File: config.mk
export PLATFORM = sky130hd
export DESIGN_NAME = nonce_result_fifo
export DESIGN_NICKNAME = d
export VERILOG_FILES = /design/src/rtl/nonce_result_fifo.sv
export SDC_FILE = /design/constraint.sdc
export NUM_CORES = 1
export LEC_CHECK = 0
export ABC_AREA = 1
export CAP_MARGIN = 20
export CORE_UTILIZATION = 40
export CTS_CLUSTER_SIZE = 28
export DETAILED_ROUTE_END_ITERATION = 6
export HOLD_SLACK_MARGIN = 0.05
export PLACE_DENSITY_LB_ADDON = 0.12
export SYNTH_ARGS = -nofsm -noshare
export SYNTH_HDL_FRONTEND = slang
export SYNTH_SLANG_ARGS = --single-unit
File: constraint.sdc
create_clock -name clk -period 4.95 [get_ports clk]
set_input_delay 1.485 -clock clk [delete_from_list [all_inputs] [get_ports clk]]
set_output_delay 1.485 -clock clk [all_outputs]
set_load 0.03 [all_outputs]
File: src/rtl/nonce_result_fifo.sv
// nonce_result_fifo: show-ahead FIFO of winning nonces with saturating attempt/hit/drop stats
module nonce_result_fifo #(
    parameter int DEPTH  = 8,
    parameter int PTR_W  = 3,
    parameter int STAT_W = 32
) (
    input  logic              clk,
    input  logic              n_rst,
    input  logic              complete,
    input  logic              found,
    input  logic [31:0]       nonce,
    input  logic [31:0]       hash_top,
    input  logic              clear,
    input  logic              pop,
    output logic [31:0]       head_nonce,
    output logic [31:0]       head_hash,
    output logic              empty,
    output logic              full,
    output logic [PTR_W:0]    level,
    output logic              overflow,
    output logic              underflow,
    output logic [STAT_W-1:0] attempt_cnt,
    output logic [STAT_W-1:0] hit_cnt,
    output logic [STAT_W-1:0] drop_cnt
);
    logic [63:0]       mem_q [DEPTH];
    logic [63:0]       mem_d [DEPTH];
    logic [PTR_W-1:0]  rd_ptr_q, rd_ptr_d, wr_ptr_q, wr_ptr_d;
    logic [PTR_W:0]    level_q, level_d;
    logic              overflow_q, overflow_d, underflow_q, underflow_d;
    logic [STAT_W-1:0] attempt_q, attempt_d, hit_q, hit_d, drop_q, drop_d;
    logic              push_req, do_push, do_pop, do_drop;

    assign empty    = level_q == '0;
    assign full     = level_q == (PTR_W+1)'(DEPTH);
    assign push_req = complete & found;
    // A pop on a full FIFO frees the slot the simultaneous push needs.
    assign do_push  = push_req & (~full | pop);
    assign do_pop   = pop & ~empty;
    assign do_drop  = push_req & full & ~pop;

    always_comb begin
        mem_d       = mem_q;
        rd_ptr_d    = rd_ptr_q;
        wr_ptr_d    = wr_ptr_q;
        level_d     = level_q;
        overflow_d  = overflow_q;
        underflow_d = underflow_q;
        attempt_d   = attempt_q;
        hit_d       = hit_q;
        drop_d      = drop_q;
        if (clear) begin
            rd_ptr_d    = '0;
            wr_ptr_d    = '0;
            level_d     = '0;
            overflow_d  = 1'b0;
            underflow_d = 1'b0;
            attempt_d   = '0;
            hit_d       = '0;
            drop_d      = '0;
        end else begin
            if (do_push) mem_d[wr_ptr_q] = {nonce, hash_top};
            wr_ptr_d    = do_push ? wr_ptr_q + PTR_W'(1) : wr_ptr_q;
            rd_ptr_d    = do_pop ? rd_ptr_q + PTR_W'(1) : rd_ptr_q;
            level_d     = level_q + (PTR_W+1)'(do_push) - (PTR_W+1)'(do_pop);
            overflow_d  = overflow_q | do_drop;
            underflow_d = underflow_q | (pop & empty);
            attempt_d   = (complete && attempt_q != '1) ? attempt_q + STAT_W'(1) : attempt_q;
            hit_d       = (do_push && hit_q != '1) ? hit_q + STAT_W'(1) : hit_q;
            drop_d      = (do_drop && drop_q != '1) ? drop_q + STAT_W'(1) : drop_q;
        end
    end

    always_ff @(posedge clk or negedge n_rst) begin
        if (!n_rst) begin
            mem_q       <= '{default: '0};
            rd_ptr_q    <= '0;
            wr_ptr_q    <= '0;
            level_q     <= '0;
            overflow_q  <= 1'b0;
            underflow_q <= 1'b0;
            attempt_q   <= '0;
            hit_q       <= '0;
            drop_q      <= '0;
        end else begin
            mem_q       <= mem_d;
            rd_ptr_q    <= rd_ptr_d;
            wr_ptr_q    <= wr_ptr_d;
            level_q     <= level_d;
            overflow_q  <= overflow_d;
            underflow_q <= underflow_d;
            attempt_q   <= attempt_d;
            hit_q       <= hit_d;
            drop_q      <= drop_d;
        end
    end

    assign {head_nonce, head_hash} = mem_q[rd_ptr_q];
    assign level       = level_q;
    assign overflow    = overflow_q;
    assign underflow   = underflow_q;
    assign attempt_cnt = attempt_q;
    assign hit_cnt     = hit_q;
    assign drop_cnt    = drop_q;
endmodule

==> impl_metrics.env, run 1 <==
export IMPL_status="finished, final reports clean"
export IMPL_setup_viol=0
export IMPL_async_reset_ff_share_pct=100.0
export IMPL_crit_fanout=116
export IMPL_netSwitchingPower_mw=5.919
export IMPL_drt_wirelength_per_cell_um=18.14
export IMPL_die_h_um=281.0
export IMPL_drc=0
export IMPL_final_util_pct=47.72
export IMPL_hp_class="reg2reg"
export IMPL_track_usage_pct=24.74
export IMPL_cp_slowest_cell="clkdlybuf4s50_1"
export IMPL_setup_tns_ns=0
export IMPL_die_area_mm2=0.07894
export IMPL_fin_nets=4282
export IMPL_drt_iter0_drc=2038
export IMPL_finalHoldViolCount=0
export IMPL_p_int_mw=10.72
export IMPL_io_pins=238
export IMPL_dr_pass1_iters=7
export IMPL_post_cts_setup_buffers=0
export IMPL_root_buffer="clkbuf_16"
export IMPL_areaGrowthSynthToFinish_pct=17.22
export IMPL_drt_total_wl_mm=95.82
export IMPL_rr_startpoint="hit_cnt[1]"
export IMPL_grt_max_degree=131
export IMPL_vias=27200
export IMPL_p_seq_share_pct=36.1
export IMPL_start_kind="register"
export IMPL_fin_crit_ns=4.796
export IMPL_hold_start="mem_q[247]"
export IMPL_via_per_inst=5.150
export IMPL_synth_edf_count=0
export IMPL_r2r_end="hit_cnt[31]"
export IMPL_synth_area_mm2=0.03113
export IMPL_fin_skew_ns=0.02523
export IMPL_ys_types=35
export IMPL_tightest_slew_ns=1.111
export IMPL_rsz0062_at_grt="no"
export IMPL_grt_pass1_wl_mm=154.0
export IMPL_pwr_share_comb_pct=32.1
export IMPL_core_area_mm2=0.07645
export IMPL_hold_buffers=0
export IMPL_layout_drive_gt1_share_pct=5.174
export IMPL_synth_seq_area_share_pct=49.84
export IMPL_critical_path_max_stage_delay_ns=0.77
export IMPL_cts_sinks=620
export IMPL_yosysMostFrequentCell="nand2_1"
export IMPL_avgSynthCellArea_um2=7.519
export IMPL_ys_top_cells_by_count="nand2_1 (1261), dfrtp_1 (620), o21ai_0 (552)"
export IMPL_hold_path_endpoint="mem_q[247]"
export IMPL_fin_crit_sh_pct=96.88
export IMPL_grt_overflow=0
export IMPL_cap_viol_max_count=0
export IMPL_path_clk_slew_ns=0.06
export IMPL_max_freq_ghz=0.2085
export IMPL_r2r_slack_ns=2.29
export IMPL_critPathKind="reg2out"
export IMPL_die_w_um=281.0
export IMPL_multi_input_area_mm2=0.01285
export IMPL_clk_latency_ns=0.62
export IMPL_detailed_place_hpwl_mm=56.44
export IMPL_worstRegToRegCells=10
export IMPL_synthFlopType="dfrtp_1"
export IMPL_antenna_left=0
export IMPL_relSlewSlack_pct=25.67
export IMPL_port_buffers=237
export IMPL_swShare_pct=35.57
export IMPL_cts_buffer_depth=3
export IMPL_powerDensity_mw_per_mm2=456.1
export IMPL_crit_chain="inv_8 -> buf_12 -> o21ai_0 -> a31oi_1 -> clkdlybuf4s50_1"
export IMPL_grt_pass1_vias=26330
export IMPL_fillers=7629
export IMPL_yosysTopAreaCell="dfrtp_1"
export IMPL_crit_family="buffers and inverters"
export IMPL_peakVddDrop_uv=388.3
export IMPL_critPathArrivalTime_ns=3.31
export IMPL_start_util_pct=40.71
export IMPL_cp_data_required_time_ns=3.46
export IMPL_rows=101
export IMPL_grt_antenna_before_repair=3
export IMPL_synth_compound_area_share_pct=18.63
export IMPL_diodes=0
export IMPL_synthXorXnorAreaFrac_pct=0.8723
export IMPL_clockPowerShare_pct=31.8
export IMPL_endpoint_kind="output pin"
export IMPL_syn_inst=4140
export IMPL_synth_area_leaders="dfrtp_1 (50%), nand2_1 (15%), o21ai_0 (8.9%), inv_1 (4.2%), a21oi_1 (4.2%)"
export IMPL_yosys_warnings=0
export IMPL_cp_num_buf_inv=3
export IMPL_cts_buffers=73
export IMPL_yosysTopAreaCellShare_pct=49.84
export IMPL_synth_area_mux_share_pct=0
export IMPL_synthAdderAreaFrac_pct=0.5065
export IMPL_synth_ff_latch_count=620
export IMPL_cts_resized=0
export IMPL_syn_nets=4222
export IMPL_cts_tree="done"
export IMPL_synth_top_family_by_area="simple AND/OR/NAND/NOR gates"
export IMPL_cts_max_level=3
export IMPL_p_leak_nw=17.48
export IMPL_gp_congestion=0.9028
export IMPL_hold_depth=2
export IMPL_seqCellArea_mm2=0.01552
export IMPL_finalMaxSlewViolations=0
export IMPL_yosys_area_share_simple_pct=21.19
==> sequential cells by signal, indices dropped and copies added, names as in the netlist <==
register and count:
rd_ptr_q 3, wr_ptr_q 3, drop_cnt 32, overflow 1, underflow 1, attempt_cnt 32, level 4, hit_cnt 32
mem_q 512
==> per-stage QoR <==
stage	setup WS [ns]	hold WS (ns)	instance area (um^2)	power, mW	cells
after floorplan	1.589	0.4432	31130	9.384	4140
after global placement	0.7893	0.4576	34160	11.44	5155
after detailed placement	0.7893	0.4635	34160	11.46	5155
after CTS	0.1269	0.4762	36490	16.81	5282
after global routing	0.01343	0.4906	36490	17.58	5282
final	0.1544	0.4758	36490	16.64	5282
==> layer usage <==
metal / vias to the layer above / track usage, % / routed length [um]
li1: 13410 / - / -
met1: 12970 / 35.55 / 45950
met2: 675 / 38.99 / 42970
met3: 145 / 3.475 / 4731
met4: 6 / 6.431 / 2143
met5: - / 0 / 35
==> area by class of cell <==
| type | count | share of cell area (%) |
|---|---|---|
| Multi-Input combinational cell | 2846 | 35.23 |
| Sequential cell | 620 | 42.54 |
| Clock inverter | 19 | 0.5212 |
| Inverter | 355 | 3.693 |
| Clock buffer | 108 | 5.864 |
| Timing Repair Buffer | 304 | 8.614 |
| Tap cell | 1030 | 3.532 |
==> cells in the final DEF, fill, tap and decap left out, drive strengths merged <==
cell	instances
nand2	1268
o21ai	802
dfrtp	620
inv	358
nor2	270
a21oi	264
clkdlybuf4s50	236
clkbuf	108
nand3	78
buf	68
a31oi	65
nand4	29
xor2	20
clkinv	14
xnor2	11
ha	11
nand3b	10
nor3b	4
o21bai	3
nor3	3
or2	3
bufinv	2
o21a	1
a211oi	1
o2bb2ai	1
o22ai	1
fa	1
==> how the worst max path moves through the flow <==
stage | from | endpoint | slack, ns | depth (start not counted)
2_1_floorplan | rd_ptr_q[0] | head_hash[0] | 1.59 | 6
3_3_place_gp | rd_ptr_q[0] | head_nonce[31] | 0.79 | 5
3_5_place_dp | rd_ptr_q[0] | head_nonce[4] | 0.79 | 7
4_1_cts | rd_ptr_q[0] | head_nonce[13] | 0.13 | 7
5_1_grt | rd_ptr_q[0] | head_nonce[20] | 0.01 | 7
6_report | rd_ptr_q[0] | head_nonce[31] | 0.15 | 5
==> cells by family after synthesis <==
kind of cell	Yosys count
DFF	620
AOI/OAI and AO/OA	1138
buffers and inverters	674
adders and majority gates	12
xor gates and xnor gates	31
and+or+nand+nor	1665
==> worst reg2reg max path, delay by kind of cell, from the launching register on <==
family                   cells  cell delay, ns
AND/OR/NAND/NOR              8            1.59
flip-flops                   1            0.41
buffers and inverters        1            0.34
adder cells (fa/ha/maj)      1            0.20
==> power by group through the flow <==
stage / Clock, mW / Combinational, mW / Sequential (mW)
after floorplan: 0 / 3.35 / 6.04
after global placement: 0 / 5.36 / 6.08
after global routing: 5.61 / 5.89 / 6.08
final: 5.29 / 5.35 / 6.00
after detailed placement: 0 / 5.37 / 6.10
after CTS: 5.41 / 5.39 / 6.01
Note: power is estimated with default switching activity, not from simulation.
==> run 2: changes to the inputs <==
--- a/config.mk
+++ b/config.mk
@@ -15,3 +15,4 @@
 export SYNTH_ARGS = -nofsm -noshare
 export SYNTH_HDL_FRONTEND = slang
 export SYNTH_SLANG_ARGS = --single-unit
+export TNS_END_PERCENT = 20
==> results of run 2 <==
Final layout, timing and power as in run 1 (identical DEF).
